$ cat config.mk
export PLATFORM = sky130hd
export DESIGN_NAME = mem_stage_flat
export DESIGN_NICKNAME = d
export VERILOG_FILES = /design/src/rtl/mem_stage_pkg.sv /design/src/rtl/mem_stage_if.sv /design/src/rtl/mem_align.sv /design/src/rtl/mem_stage.sv /design/src/flat_wrapper.sv
export SDC_FILE = /design/constraint.sdc
export NUM_CORES = 1
export LEC_CHECK = 0
export ABC_AREA = 1
export BUFFER_PORTS_ARGS = -buffer_cell sky130_fd_sc_hd__buf_2
export CAP_MARGIN = 20
export CELL_PAD_IN_SITES_DETAIL_PLACEMENT = 1
export CELL_PAD_IN_SITES_GLOBAL_PLACEMENT = 1
export CORE_MARGIN = 10
export CORE_UTILIZATION = 28
export CTS_CLUSTER_DIAMETER = 60
export DETAILED_ROUTE_END_ITERATION = 12
export PLACE_DENSITY_LB_ADDON = 0.2
export SYNTH_ARGS = -nofsm -noshare
export SYNTH_HDL_FRONTEND = slang
export SYNTH_SLANG_ARGS = --single-unit
$ cat constraint.sdc
create_clock -name clk -period 2.3 [get_ports clk]
set_input_delay 0.23 -clock clk [delete_from_list [all_inputs] [get_ports clk]]
set_output_delay 0.23 -clock clk [all_outputs]
set_load 0.05 [all_outputs]
$ cat src/rtl/mem_stage_pkg.sv
// mem_stage_pkg: shared definitions for the memory-access stage.
//   - data/address widths, funct3 load/store encodings, wb_sel encodings
//   - FSM state enum
//   - eff_off(): forces offset bits below the access size to zero
package mem_stage_pkg;

  localparam int unsigned XLEN = 32;
  localparam int unsigned BEW  = 4;
  localparam int unsigned RDW  = 5;

  localparam logic [2:0] F3_B  = 3'b000;
  localparam logic [2:0] F3_H  = 3'b001;
  localparam logic [2:0] F3_W  = 3'b010;
  localparam logic [2:0] F3_BU = 3'b100;
  localparam logic [2:0] F3_HU = 3'b101;

  localparam logic [1:0] WB_ALU = 2'b00;
  localparam logic [1:0] WB_MEM = 2'b01;
  localparam logic [1:0] WB_PC4 = 2'b10;

  typedef enum logic [1:0] {
    ST_IDLE = 2'd0,
    ST_REQ  = 2'd1,
    ST_RESP = 2'd2
  } state_t;

  // Halfword keeps only off[1]; word always uses offset 0.
  function automatic logic [1:0] eff_off(input logic [2:0] funct3, input logic [1:0] off);
    case (funct3[1:0])
      2'b01:   eff_off = off & 2'b10;
      2'b10:   eff_off = 2'b00;
      default: eff_off = off;
    endcase
  endfunction

endpackage

$ cat src/rtl/mem_stage_if.sv
// mem_stage_if: data-memory request/grant/response bus.
//   master (pipeline stage): drives dmem_req/we/addr/be/wdata, receives gnt/rvalid/rdata
//   slave  (memory)        : the reverse
interface mem_stage_if;
  import mem_stage_pkg::*;

  logic            dmem_req;
  logic            dmem_we;
  logic [XLEN-1:0] dmem_addr;
  logic [BEW-1:0]  dmem_be;
  logic [XLEN-1:0] dmem_wdata;
  logic            dmem_gnt;
  logic            dmem_rvalid;
  logic [XLEN-1:0] dmem_rdata;

  modport master (
    output dmem_req, dmem_we, dmem_addr, dmem_be, dmem_wdata,
    input  dmem_gnt, dmem_rvalid, dmem_rdata
  );

  modport slave (
    input  dmem_req, dmem_we, dmem_addr, dmem_be, dmem_wdata,
    output dmem_gnt, dmem_rvalid, dmem_rdata
  );
endinterface

$ cat src/rtl/mem_align.sv
// mem_align: combinational store lane steering and load extraction/extension.
//   i_funct3 : access size / signedness
//   i_off    : byte offset within the word (already size-masked)
//   i_rs2    : store data          i_rdata : raw load word
//   o_be     : store byte enables  o_wdata : replicated store data
//   o_ldata  : aligned, extended load result
module mem_align
  import mem_stage_pkg::*;
(
  input  logic [2:0]      i_funct3,
  input  logic [1:0]      i_off,
  input  logic [XLEN-1:0] i_rs2,
  input  logic [XLEN-1:0] i_rdata,
  output logic [BEW-1:0]  o_be,
  output logic [XLEN-1:0] o_wdata,
  output logic [XLEN-1:0] o_ldata
);

  logic [XLEN-1:0] w_shift;

  // Store side: byte enables shifted to the lane, data replicated across lanes.
  always_comb begin
    o_be    = 4'b1111;
    o_wdata = i_rs2;
    case (i_funct3[1:0])
      2'b00: begin
        o_be    = BEW'(4'b0001 << i_off);
        o_wdata = {4{i_rs2[7:0]}};
      end
      2'b01: begin
        o_be    = BEW'(4'b0011 << i_off);
        o_wdata = {2{i_rs2[15:0]}};
      end
      default: ;
    endcase
  end

  // Load side: bring the addressed lane down to bit 0, then size and extend.
  assign w_shift = i_rdata >> {i_off, 3'b000};

  always_comb begin
    o_ldata = w_shift;
    case (i_funct3)
      F3_B:    o_ldata = {{24{w_shift[7]}}, w_shift[7:0]};
      F3_H:    o_ldata = {{16{w_shift[15]}}, w_shift[15:0]};
      F3_BU:   o_ldata = {24'd0, w_shift[7:0]};
      F3_HU:   o_ldata = {16'd0, w_shift[15:0]};
      default: ;
    endcase
  end

endmodule

$ cat src/rtl/mem_stage.sv
// mem_stage: pipeline memory-access stage.
//   clk, rst            : clock, synchronous active-high reset
//   EX_MEM_*            : EX/MEM pipeline register (held stable while MEM_stall=1)
//   dmem (master)       : data-memory request/grant/response bus; request side is combinational
//   MEM_stall           : combinational hold for upstream stages
//   MEM_WB_*            : registered MEM/WB pipeline register
// Optional feature: define MEM_MISALIGN_CHK_EN to trap misaligned half/word accesses
// locally (no bus request, MEM_WB_misalign=1); otherwise low offset bits are masked.
module mem_stage
  import mem_stage_pkg::*;
(
  input  logic            clk,
  input  logic            rst,
  input  logic            EX_MEM_vld,
  input  logic [XLEN-1:0] EX_MEM_alu_res,
  input  logic [XLEN-1:0] EX_MEM_rs2_data,
  input  logic [2:0]      EX_MEM_funct3,
  input  logic            EX_MEM_mem_read,
  input  logic            EX_MEM_mem_write,
  input  logic [1:0]      EX_MEM_wb_sel,
  input  logic [RDW-1:0]  EX_MEM_rd,
  mem_stage_if.master     dmem,
  output logic            MEM_stall,
  output logic [XLEN-1:0] MEM_WB_alu_res,
  output logic [XLEN-1:0] MEM_WB_mem_dout,
  output logic [1:0]      MEM_WB_wb_sel,
  output logic            MEM_WB_vld,
  output logic [RDW-1:0]  MEM_WB_rd,
  output logic            MEM_WB_misalign
);

  state_t          r_state, w_next;
  logic            w_mem_op, w_misalign, w_access;
  logic            w_req, w_stall, w_done, w_wb_load;
  logic [1:0]      w_off;
  logic [BEW-1:0]  w_be;
  logic [XLEN-1:0] w_wdata, w_ldata;

  logic [XLEN-1:0] r_alu_res, r_mem_dout;
  logic [1:0]      r_wb_sel;
  logic            r_vld, r_misalign;
  logic [RDW-1:0]  r_rd;

  assign w_mem_op = EX_MEM_vld & (EX_MEM_mem_read | EX_MEM_mem_write);

`ifdef MEM_MISALIGN_CHK_EN
  assign w_misalign = w_mem_op &
                      (((EX_MEM_funct3[1:0] == 2'b01) & EX_MEM_alu_res[0]) |
                       ((EX_MEM_funct3[1:0] == 2'b10) & (EX_MEM_alu_res[1:0] != 2'b00)));
`else
  assign w_misalign = 1'b0;
`endif

  assign w_access = w_mem_op & ~w_misalign;
  assign w_off    = eff_off(EX_MEM_funct3, EX_MEM_alu_res[1:0]);

  mem_align u_align (
    .i_funct3 (EX_MEM_funct3),
    .i_off    (w_off),
    .i_rs2    (EX_MEM_rs2_data),
    .i_rdata  (dmem.dmem_rdata),
    .o_be     (w_be),
    .o_wdata  (w_wdata),
    .o_ldata  (w_ldata)
  );

  // State register
  always_ff @(posedge clk) begin
    if (rst) r_state <= ST_IDLE;
    else     r_state <= w_next;
  end

  // Next state, request and stall; w_done marks a memory op completing this cycle.
  always_comb begin
    w_next  = r_state;
    w_req   = 1'b0;
    w_stall = 1'b0;
    w_done  = 1'b0;
    case (r_state)
      ST_IDLE: begin
        if (w_access) begin
          w_req = 1'b1;
          if (dmem.dmem_gnt && EX_MEM_mem_write) begin
            w_done = 1'b1;
          end else if (dmem.dmem_gnt) begin
            w_next  = ST_RESP;
            w_stall = 1'b1;
          end else begin
            w_next  = ST_REQ;
            w_stall = 1'b1;
          end
        end
      end
      ST_REQ: begin
        w_req   = 1'b1;
        w_stall = 1'b1;
        if (dmem.dmem_gnt) begin
          if (EX_MEM_mem_write) begin
            w_done  = 1'b1;
            w_stall = 1'b0;
            w_next  = ST_IDLE;
          end else begin
            w_next  = ST_RESP;
          end
        end
      end
      ST_RESP: begin
        w_stall = 1'b1;
        if (dmem.dmem_rvalid) begin
          w_done  = 1'b1;
          w_stall = 1'b0;
          w_next  = ST_IDLE;
        end
      end
      default: w_next = ST_IDLE;
    endcase
  end

  // Request side is quiet during reset so the bus reads idle.
  assign dmem.dmem_req   = w_req & ~rst;
  assign dmem.dmem_we    = w_req & ~rst & EX_MEM_mem_write;
  assign dmem.dmem_addr  = {EX_MEM_alu_res[XLEN-1:2], 2'b00};
  assign dmem.dmem_be    = (w_req & ~rst) ? w_be : '0;
  assign dmem.dmem_wdata = w_wdata;
  assign MEM_stall       = w_stall & ~rst;

  // Non-memory and trapped ops retire from IDLE at once; memory ops retire on w_done.
  assign w_wb_load = ((r_state == ST_IDLE) & EX_MEM_vld & (~w_mem_op | w_misalign)) | w_done;

  // MEM/WB register
  always_ff @(posedge clk) begin
    if (rst) begin
      r_vld      <= 1'b0;
      r_alu_res  <= '0;
      r_mem_dout <= '0;
      r_wb_sel   <= '0;
      r_rd       <= '0;
      r_misalign <= 1'b0;
    end else begin
      r_vld <= w_wb_load;
      if (w_wb_load) begin
        r_alu_res  <= EX_MEM_alu_res;
        r_mem_dout <= (w_done & EX_MEM_mem_read) ? w_ldata : '0;
        r_wb_sel   <= EX_MEM_wb_sel;
        r_rd       <= EX_MEM_rd;
        r_misalign <= w_misalign;
      end
    end
  end

  assign MEM_WB_vld      = r_vld;
  assign MEM_WB_alu_res  = r_alu_res;
  assign MEM_WB_mem_dout = r_mem_dout;
  assign MEM_WB_wb_sel   = r_wb_sel;
  assign MEM_WB_rd       = r_rd;
  assign MEM_WB_misalign = r_misalign;

endmodule

$ cat src/flat_wrapper.sv
// flat-port wrapper written by rule: the top's interface ports become plain ports
module mem_stage_flat import mem_stage_pkg::*;
  (clk, rst, EX_MEM_vld, EX_MEM_alu_res, EX_MEM_rs2_data, EX_MEM_funct3, EX_MEM_mem_read, EX_MEM_mem_write, EX_MEM_wb_sel, EX_MEM_rd, MEM_stall, MEM_WB_alu_res, MEM_WB_mem_dout, MEM_WB_wb_sel, MEM_WB_vld, MEM_WB_rd, MEM_WB_misalign, dmem_dmem_req, dmem_dmem_we, dmem_dmem_addr, dmem_dmem_be, dmem_dmem_wdata, dmem_dmem_gnt, dmem_dmem_rvalid, dmem_dmem_rdata);
  mem_stage_if dmem_i ();
  input  logic clk;
  input  logic rst;
  input  logic EX_MEM_vld;
  input  logic [XLEN-1:0] EX_MEM_alu_res;
  input  logic [XLEN-1:0] EX_MEM_rs2_data;
  input  logic [2:0] EX_MEM_funct3;
  input  logic EX_MEM_mem_read;
  input  logic EX_MEM_mem_write;
  input  logic [1:0] EX_MEM_wb_sel;
  input  logic [RDW-1:0] EX_MEM_rd;
  output logic MEM_stall;
  output logic [XLEN-1:0] MEM_WB_alu_res;
  output logic [XLEN-1:0] MEM_WB_mem_dout;
  output logic [1:0] MEM_WB_wb_sel;
  output logic MEM_WB_vld;
  output logic [RDW-1:0] MEM_WB_rd;
  output logic MEM_WB_misalign;
  output wire logic [$bits(dmem_i.dmem_req)-1:0] dmem_dmem_req;
  output wire logic [$bits(dmem_i.dmem_we)-1:0] dmem_dmem_we;
  output wire logic [$bits(dmem_i.dmem_addr)-1:0] dmem_dmem_addr;
  output wire logic [$bits(dmem_i.dmem_be)-1:0] dmem_dmem_be;
  output wire logic [$bits(dmem_i.dmem_wdata)-1:0] dmem_dmem_wdata;
  input wire logic [$bits(dmem_i.dmem_gnt)-1:0] dmem_dmem_gnt;
  input wire logic [$bits(dmem_i.dmem_rvalid)-1:0] dmem_dmem_rvalid;
  input wire logic [$bits(dmem_i.dmem_rdata)-1:0] dmem_dmem_rdata;
  assign dmem_dmem_req = dmem_i.dmem_req;
  assign dmem_dmem_we = dmem_i.dmem_we;
  assign dmem_dmem_addr = dmem_i.dmem_addr;
  assign dmem_dmem_be = dmem_i.dmem_be;
  assign dmem_dmem_wdata = dmem_i.dmem_wdata;
  assign dmem_i.dmem_gnt = dmem_dmem_gnt;
  assign dmem_i.dmem_rvalid = dmem_dmem_rvalid;
  assign dmem_i.dmem_rdata = dmem_dmem_rdata;
  mem_stage u_core (.clk(clk), .rst(rst), .EX_MEM_vld(EX_MEM_vld), .EX_MEM_alu_res(EX_MEM_alu_res), .EX_MEM_rs2_data(EX_MEM_rs2_data), .EX_MEM_funct3(EX_MEM_funct3), .EX_MEM_mem_read(EX_MEM_mem_read), .EX_MEM_mem_write(EX_MEM_mem_write), .EX_MEM_wb_sel(EX_MEM_wb_sel), .EX_MEM_rd(EX_MEM_rd), .dmem(dmem_i), .MEM_stall(MEM_stall), .MEM_WB_alu_res(MEM_WB_alu_res), .MEM_WB_mem_dout(MEM_WB_mem_dout), .MEM_WB_wb_sel(MEM_WB_wb_sel), .MEM_WB_vld(MEM_WB_vld), .MEM_WB_rd(MEM_WB_rd), .MEM_WB_misalign(MEM_WB_misalign));
endmodule
==> results of run 1 <==
final cells by class:
class,count,area [sq um]
Clock buffer,9,225
Clock inverter,7,60.1
Fill cell,2000,9000
Inverter,42,158
Multi-Input combinational cell,469,2100
Sequential cell,74,1480
Tap cell,184,230
Timing Repair Buffer,268,1390
registers in the layout, indices dropped and copies added (netlist names):
name / flops
u_core.MEM_WB_alu_res: 32
u_core.MEM_WB_wb_sel: 2
u_core.MEM_WB_mem_dout: 32
u_core.r_state: 2
u_core.MEM_WB_vld: 1
u_core.MEM_WB_rd: 5
stage by stage:
step	util [%]	total power [W]	cells	hold WS (ns)
floorplan	-	0.00262	664	0.378
global placement	36.6	0.00299	1037	0.454
detailed placement	36.6	0.00302	1037	0.456
CTS	38.5	0.00440	1053	0.134
global route	38.5	0.00457	1053	0.158
finish	38.5	0.00433	1053	0.148
layer usage:
metal / GRT usage, % / vias to the layer above / wire length (um) / share of wire [%]
met5: 0 / - / 0 / 0
met1: 18.7 / 2300 / 7350 / 42
met2: 28.8 / 163 / 8400 / 48
met4: 4.61 / 0 / 306 / 1.7
met3: 6.17 / 19 / 1460 / 8.3
li1: - / 2466 / - / -
final timing paths:
check	start	slack, ns	end
hold reg to reg	u_core.MEM_WB_mem_dout[21]	0.46	u_core.MEM_WB_mem_dout[21]
setup reg to reg	u_core.r_state[1]	0.55	u_core.MEM_WB_alu_res[14]
setup / recovery	u_core.r_state[0]	0.23	dmem_dmem_be[2]
hold / removal	EX_MEM_wb_sel[1]	0.15	u_core.MEM_WB_wb_sel[1]
power by group:
part | leakage, nW | total [W] | switching, W | internal, W
sequential | 0.607 | 0.00142 | 0.0000454 | 0.00138
combinational | 2.25 | 0.00156 | 0.00118 | 0.000377
clock | 0.131 | 0.00135 | 0.000603 | 0.000747
logic make-up (layout without fill, tap and decap cells):
kind of cell / Yosys count / count (layout) / synth area share (%)
buffers and inverters: 121 / 326 / 15.5
DFF: 74 / 74 / 35.1
and+or+nand+nor: 333 / 333 / 32.3
AOI/OAI and AO/OA: 131 / 131 / 16.4
other: 1 / 3 / 0.0889
adders and majority gates: 2 / 2 / 0.593
worst max-delay path, cell delays in order, from the launching register on:
cell and delay, ns:
dfxtp_1 0.41, or2_2 0.15, nand3_1 0.31, a31oi_2 0.31, buf_2 0.31
synthesized netlist by cell type, types with 5 or more instances:
master and count:
buf_2 17, nor2_1 107, inv_1 38, a31oi_1 8, o21ai_1 5, clkbuf_1 16, buf_4 45, nand2_1 177
or2_2 8, o21ai_0 64, a21oi_1 46, nand3_1 34, dfxtp_1 74
cell usage in the layout, fill, tap and decap left out, drive strengths merged:
cell type,netlist,routed
a21oi,48,48
a31oi,8,8
buf,63,268
clkbuf,16,9
clkinv,0,1
clkinvlp,0,3
conb,1,3
dfxtp,74,74
ha,2,2
inv,42,45
nand2,177,177
nand3,39,39
nor2,108,108
nor3,1,1
o2111ai,1,1
o21a,1,1
o21ai,69,69
o22ai,4,4
or2,8,8
==> results.sh, run 1 <==
export IMPL_post_place_ws_ns=0.268
export IMPL_final_layout_size_suffix_gt1_share_pct=35.1
export IMPL_portBuffers=253
export IMPL_maxCapViolCount=0
export IMPL_min_period_ns=2.07
export IMPL_die_x_um=143
export IMPL_place_congestion=0.832
export IMPL_holdPathStages=3
export IMPL_end_kind="output pin"
export IMPL_drc=0
export IMPL_clock_skew_ns=0.00822
export IMPL_outcome="finished clean"
export IMPL_finalCritPeriodShare_pct=90.0
export IMPL_dieArea_sq_um=20400
export IMPL_ctsLongestPathBuffers=2
export IMPL_peakVddDrop_mv=0.322
export IMPL_worstPathMaxFanout=6
export IMPL_final_setup_worst_slack_ns=0.230
export IMPL_via_per_inst=4.70
export IMPL_synth_largest_area_cell="dfxtp_1"
export IMPL_start_kind="flip-flop"
export IMPL_synthCells=662
export IMPL_cp_required_ns=2.07
export IMPL_powerDensity_nw_per_um2=767
export IMPL_synth_cell_types=26
export IMPL_drt_iter0_drc=144
export IMPL_cts_setup_buffers=0
export IMPL_finalWirelength_um=17500
export IMPL_fp_row_count=44
export IMPL_place_area_sq_um=5360
export IMPL_ios=257
export IMPL_cts_buffers=9
export IMPL_ys_warn_count=0
export IMPL_setup_viol=0
export IMPL_num_antenna_cells=0
export IMPL_grt_pass1_vias=5161
export IMPL_worstPathArrival_ns=1.84
export IMPL_die_h_um=143
export IMPL_rr_worst_depth=7
export IMPL_crit_type="flip-flop to output pin"
export IMPL_synth_seq_cells=74
export IMPL_antenna_found_initial=0
export IMPL_gr_usage_all_layers_pct=16.6
export IMPL_via_count=4948
export IMPL_p_leak_nw=2.99
export IMPL_ctsResizeCount=0
export IMPL_clk_pin_slew_ns=0.06
export IMPL_grt_pass1_wl_um=27300
export IMPL_synthFlopType="dfxtp_1"
export IMPL_nets=979
export IMPL_tritoncts="built"
export IMPL_fmax_mhz=483
export IMPL_htree_levels=3
export IMPL_grt_setup_unrepaired="no"
export IMPL_drv_slew=0
export IMPL_start_util_pct=28.8
export IMPL_synth_edff_count=0
export IMPL_postRouteAntennaNets=0
export IMPL_slew_headroom_pct=54.2
export IMPL_syn_cell_area_sq_um=4220
export IMPL_hold_violations=0
export IMPL_holdBufCountCts=0
export IMPL_root_buffer="clkbuf_16"
export IMPL_drt_pass1_iterations=4
export IMPL_numClockSinks=74
export IMPL_synth_area_per_cell_sq_um=6.37
export IMPL_core_area_sq_um=14600
export IMPL_grt_max_degree=45
export IMPL_wl_per_cell_um=16.6
export IMPL_async_flop_share_pct=0
export IMPL_synth_top_cell_area_share_pct=35.1
export IMPL_dp_hpwl_um=14200
export IMPL_synth_top_cells_by_area="dfxtp_1 35%, nand2_1 16%, nor2_1 9.5%"
export IMPL_worstMarginPinSlew_ns=0.687
export IMPL_setup_tns_ns=0
export IMPL_clk_latency_ns=0.35
export IMPL_final_area_sq_um=5640
export IMPL_ys_seq_area_share_pct=35.1
export IMPL_hold_class="input pin to flip-flop"
export IMPL_grt_ovfl_total=0
export IMPL_syn_to_final_growth_pct=33.8
(Power assumes the default switching activity.)
==> inputs of run 2 (changes only) <==
--- a/config.mk
+++ b/config.mk
@@ -14,7 +14,7 @@
 export CORE_UTILIZATION = 28
 export CTS_CLUSTER_DIAMETER = 60
 export DETAILED_ROUTE_END_ITERATION = 12
-export PLACE_DENSITY_LB_ADDON = 0.2
+export PLACE_DENSITY = 0.87
 export SYNTH_ARGS = -nofsm -noshare
 export SYNTH_HDL_FRONTEND = slang
 export SYNTH_SLANG_ARGS = --single-unit
==> run 2 against run 1 <==
Effect of this change:
- sequential power hardly changed
- critical endpoint is now dmem_dmem_be[0]
- clock power is 11% higher
- via count is 0.77% lower
- non-clock buffer count stayed put
- power is 3.7% higher
- highest routed layer unchanged
==> results.sh, run 2 (synthesis results as in run 1) <==
export IMPL_outcome="finished clean"
export IMPL_gr_usage_all_layers_pct=16.8
export IMPL_wl_per_cell_um=17.2
export IMPL_swShare_pct=39.7
export IMPL_whs_ns=0.147
export IMPL_grt_pass1_wl_um=27100
export IMPL_final_layout_size_suffix_gt1_share_pct=35.0
export IMPL_crit_type="input pin to output pin"
export IMPL_ctsResizeCount=0
export IMPL_die_h_um=143
export IMPL_critPathBufInv=6
export IMPL_grt_max_degree=44
export IMPL_root_buffer="clkbuf_16"
export IMPL_clk_latency_ns=0.33
export IMPL_holdPathStages=3
export IMPL_start_util_pct=28.8
export IMPL_syn_to_final_growth_pct=34.5
export IMPL_worstPathArrival_ns=1.81
export IMPL_rr_worst_depth=9
export IMPL_ctsLongestPathBuffers=2
export IMPL_slowest_delay_ns=0.29
export IMPL_internal_power_w=0.00270
export IMPL_start_kind="input pin"
export IMPL_end_kind="output pin"
export IMPL_nets=979
export IMPL_drt_iter0_drc=183
export IMPL_setup_viol=0
export IMPL_peakVddDrop_mv=0.321
export IMPL_pwr_share_comb_pct=35.0
export IMPL_clock_skew_ns=0.0102
export IMPL_fp_row_count=44
export IMPL_total_power_w=0.00449
export IMPL_rrSetupSlack_ns=0.51
export IMPL_via_count=4910
export IMPL_layout_commonest_cell="buf_2"
export IMPL_fmax_mhz=490
export IMPL_drc=0
export IMPL_grt_setup_unrepaired="no"
export IMPL_powerDensity_nw_per_um2=791
export IMPL_worstPathMaxFanout=22
export IMPL_layout_common_cells="253 x buf_2, 177 x nand2_1, 107 x nor2_1"
export IMPL_drv_slew=0
export IMPL_p_leak_nw=3.01
export IMPL_min_period_ns=2.04
export IMPL_num_antenna_cells=0
export IMPL_hold_class="input pin to flip-flop"
export IMPL_postRouteAntennaNets=0
export IMPL_maxCapViolCount=0
export IMPL_pwr_share_clk_pct=33.3
export IMPL_seq_power_share_pct=31.7
export IMPL_htree_levels=3
export IMPL_dp_hpwl_um=15000
export IMPL_r2r_end="u_core.MEM_WB_alu_res[3]"
export IMPL_crit_slowest_cell="buf_2"
export IMPL_path_common_cell="inv_1"
export IMPL_min_delay_worst_endpoint="u_core.MEM_WB_rd[0]"
export IMPL_drt_pass1_iterations=4
export IMPL_place_congestion=0.864
export IMPL_cp_required_ns=2.07
export IMPL_die_x_um=143
export IMPL_ios=257
export IMPL_tritoncts="built"
export IMPL_cts_setup_buffers=0
export IMPL_via_per_inst=4.67
export IMPL_min_from="EX_MEM_rd[0]"
export IMPL_numClockSinks=74
export IMPL_switchingPower_w=0.00178
export IMPL_portBuffers=253
export IMPL_grt_pass1_vias=4879
export IMPL_reg2reg_from="u_core.r_state[1]"
export IMPL_finalCritPeriodShare_pct=88.7
export IMPL_crit_family="buffers and inverters"
export IMPL_antenna_found_initial=0
export IMPL_dieArea_sq_um=20400
export IMPL_cts_buffers=9
export IMPL_hold_violations=0
export IMPL_core_area_sq_um=14600
export IMPL_holdBufCountCts=0
export IMPL_grt_ovfl_total=0
export IMPL_clk_pin_slew_ns=0.06
export IMPL_path_cells="buf_2 -> inv_1 -> ha_1 -> inv_1 -> nand2_1 -> inv_1 -> buf_4 -> a21oi_1 -> nor2_1 -> buf_2"
export IMPL_finalWirelength_um=18100
==> run 2: changes by cell type in the layout (fill, tap and decap cells not counted) <==
cell,delta
clkinvlp_4,-2
bufinv_16,+2
clkinv_2,+1
inv_6,-1
inv_8,-1
==> run 2: tightest hold or removal path: cells and delay by family <==
family,cells,cell delay (ns)
AOI/OAI and AO/OA,1,0.07
buffers and inverters,1,0.07
and+or+nand+nor,1,0.07
==> run 2: power groups by stage <==
stage	clock [W]	sequential, W	combinational [W]
after floorplan	0	0.00178	0.000841
after global placement	0	0.00145	0.00156
after detailed placement	0	0.00145	0.00158
after CTS	0.00154	0.00142	0.00158
after global routing	0.00159	0.00143	0.00169
final	0.00150	0.00142	0.00157
==> run 2: area by class of cell <==
class                   count  area, sq um
well taps                 184          230
flip-flops and latches     74         1480
multi-input cells         469         2100
clock inverters             6         90.1
fillers                  1980         8970
repair buffers            268         1390
inverters                  42          158
clock buffers               9          225
==> run 2: through the flow <==
step | worst slack (ns) | setup TNS (ns) | cells | instance area (sq um) | utilization, %
after floorplan | -0.215 | -0.860 | 664 | 4230 | -
after global placement | 0.302 | 0 | 1037 | 5360 | 36.6
after detailed placement | 0.214 | 0 | 1037 | 5360 | 36.6
after CTS | 0.263 | 0 | 1052 | 5670 | 38.7
after global routing | 0.0998 | 0 | 1052 | 5670 | 38.7
final | 0.261 | 0 | 1052 | 5670 | 38.7
==> run 2: how the worst max path moves through the flow <==
| stage | from | endpoint | slack, ns | depth (start not counted) |
|---|---|---|---|---|
| final | EX_MEM_funct3[1] | dmem_dmem_be[0] | 0.26 | 10 |
| after floorplan | EX_MEM_funct3[1] | dmem_dmem_wdata[17] | -0.22 | 7 |
| after global placement | EX_MEM_funct3[1] | u_core.MEM_WB_mem_dout[14] | 0.30 | 12 |
| after global routing | EX_MEM_funct3[1] | dmem_dmem_be[0] | 0.1 | 10 |
| after detailed placement | EX_MEM_funct3[1] | u_core.MEM_WB_mem_dout[25] | 0.21 | 12 |
| after CTS | EX_MEM_funct3[1] | dmem_dmem_be[0] | 0.26 | 10 |
==> run 2: per-layer routing <==
| layer | routed length (um) | vias to the layer above | global-route usage [%] | part of all wire [%] |
|---|---|---|---|---|
| met4 | 164 | 0 | 4.34 | 0.91 |
| met2 | 8690 | 167 | 29.2 | 48 |
| met3 | 1520 | 11 | 6.10 | 8.4 |
| met5 | 0 | - | 0 | 0 |
| met1 | 7690 | 2263 | 19.1 | 43 |
| li1 | - | 2469 | - | - |
==> inputs of run 3 (changes only) <==
--- a/config.mk
+++ b/config.mk
@@ -6,15 +6,17 @@
 export NUM_CORES = 1
 export LEC_CHECK = 0
 export ABC_AREA = 1
-export BUFFER_PORTS_ARGS = -buffer_cell sky130_fd_sc_hd__buf_2
 export CAP_MARGIN = 20
 export CELL_PAD_IN_SITES_DETAIL_PLACEMENT = 1
 export CELL_PAD_IN_SITES_GLOBAL_PLACEMENT = 1
+export CORE_ASPECT_RATIO = 0.8
 export CORE_MARGIN = 10
-export CORE_UTILIZATION = 28
+export CORE_UTILIZATION = 41
 export CTS_CLUSTER_DIAMETER = 60
+export CTS_CLUSTER_SIZE = 40
 export DETAILED_ROUTE_END_ITERATION = 12
-export PLACE_DENSITY = 0.87
+export DONT_BUFFER_PORTS = 1
+export PLACE_DENSITY = 0.86
 export SYNTH_ARGS = -nofsm -noshare
 export SYNTH_HDL_FRONTEND = slang
 export SYNTH_SLANG_ARGS = --single-unit
==> run 3 against run 2 <==
Effect of this change:
- final cell count fell by 25%
- clock skew fell by 0.0014 ns
- die area decreased by 28%
- power is 6.4% lower
- first-iteration DRC count is 42% higher
- critical path depth unchanged
- clock-buffer cell count rose by 1
- highest routed layer unchanged
==> results.sh, run 3 (synthesis results as in run 1) <==
export IMPL_hold_class="input pin to flip-flop"
export IMPL_final_seq_area_sq_um=1480
export IMPL_setup_viol=0
export IMPL_reg2reg_from="u_core.r_state[1]"
export IMPL_place_congestion=0.849
export IMPL_start_kind="input pin"
export IMPL_die_x_um=133
export IMPL_root_buffer="clkbuf_16"
export IMPL_fmax_mhz=503
export IMPL_hold_violations=0
export IMPL_wl_per_cell_um=19.9
export IMPL_nets=756
export IMPL_numClockSinks=74
export IMPL_post_place_ws_ns=0.266
export IMPL_crit_slowest_cell="inv_1"
export IMPL_tritoncts="built"
export IMPL_cp_required_ns=2.07
export IMPL_start_util_pct=41.5
export IMPL_finalCritPeriodShare_pct=86.5
export IMPL_min_period_ns=1.99
export IMPL_worstPathMaxFanout=23
export IMPL_drv_slew=0
export IMPL_cp_num_cells=10
export IMPL_finalWirelength_um=15600
export IMPL_p_leak_nw=2.12
export IMPL_grt_pass1_wl_um=24400
export IMPL_layout_common_cells="177 x nand2_1, 107 x nor2_1, 74 x dfxtp_1"
export IMPL_worstPathArrival_ns=1.76
export IMPL_final_layout_size_suffix_gt1_share_pct=12.6
export IMPL_fp_row_count=33
export IMPL_antenna_found_initial=0
export IMPL_rr_worst_depth=7
export IMPL_portBuffers=0
export IMPL_place_area_sq_um=4420
export IMPL_holdBufCountCts=1
export IMPL_crit_family="buffers and inverters"
export IMPL_grt_max_degree=41
export IMPL_powerDensity_nw_per_um2=883
export IMPL_drc=0
export IMPL_gr_usage_all_layers_pct=20.2
export IMPL_end_kind="output pin"
export IMPL_cts_setup_buffers=0
export IMPL_stdcell_count=785
export IMPL_clock_skew_ns=0.00881
export IMPL_crit_type="input pin to output pin"
export IMPL_dieArea_sq_um=14800
export IMPL_maxCapViolCount=0
export IMPL_ios=257
export IMPL_outcome="finished clean"
export IMPL_critPathBufInv=6
export IMPL_cts_buffers=9
export IMPL_num_antenna_cells=0
export IMPL_ctsLongestPathBuffers=2
export IMPL_grt_ovfl_total=0
export IMPL_slew_headroom_pct=55.9
export IMPL_total_power_w=0.00420
export IMPL_startpoint="EX_MEM_funct3[1]"
export IMPL_syn_to_final_growth_pct=12.8
export IMPL_path_cells="inv_1 -> buf_4 -> ha_1 -> inv_1 -> nand2_1 -> inv_1 -> buf_4 -> a21oi_1 -> nor2_1 -> buf_4"
export IMPL_ctsResizeCount=0
export IMPL_via_count=4219
export IMPL_post_place_cells=769
export IMPL_drt_pass1_iterations=4
export IMPL_layout_commonest_cell="nand2_1"
export IMPL_finalCoreUtilization_pct=46.8
export IMPL_core_area_sq_um=10200
export IMPL_clk_pin_slew_ns=0.06
export IMPL_dp_hpwl_um=12300
export IMPL_final_setup_worst_slack_ns=0.310
export IMPL_peakVddDrop_mv=0.499
export IMPL_final_area_sq_um=4750
export IMPL_grt_pass1_vias=4475
export IMPL_fillers=1349
export IMPL_via_per_inst=5.37
export IMPL_clk_latency_ns=0.33
export IMPL_drt_iter0_drc=259
export IMPL_holdPathStages=2
export IMPL_min_from="EX_MEM_alu_res[16]"
export IMPL_postRouteAntennaNets=0
export IMPL_worstMarginPinSlew_ns=0.660
export IMPL_multi_input_area_sq_um=2100
export IMPL_slowest_delay_ns=0.25
export IMPL_die_h_um=111
export IMPL_htree_levels=3
export IMPL_grt_setup_unrepaired="no"
run 3: worst paths after layout:
path	slack, ns	to
setup / recovery	0.31	dmem_dmem_be[0]
hold / removal	0.07	u_core.MEM_WB_alu_res[16]
setup reg to reg	0.53	u_core.MEM_WB_alu_res[24]
hold reg to reg	0.64	u_core.r_state[0]
run 3: power breakdown:
group | switching, W | internal [W]
sequential | 0.000401 | 0.00138
combinational | 0.000627 | 0.000311
clock | 0.000512 | 0.000970
total | 0.00154 | 0.00266
run 3: cell type report:
cell class	instances	area share (%)
sequential	74	31.2
multi-input combinational	469	44.1
timing repair buffer	45	11.1
clock inverter	5	1.66
inverter	42	3.32
tap	140	3.68
clock buffer	10	5.03
run 3: metal layers:
layer	up-vias	global-route usage [%]	part of all wire, %
li1	2028	-	-
met1	2013	20.4	37
met2	162	37.7	53
met3	16	8.56	9.6
met4	0	3.98	1.1
met5	-	0	0
run 3: stage by stage:
stage | setup TNS (ns) | hold WS [ns]
detailed placement | 0 | 0.312
global placement | 0 | 0.303
CTS | 0 | 0.0536
finish | 0 | 0.0654
global route | 0 | 0.0721
floorplan | -0.860 | 0.378
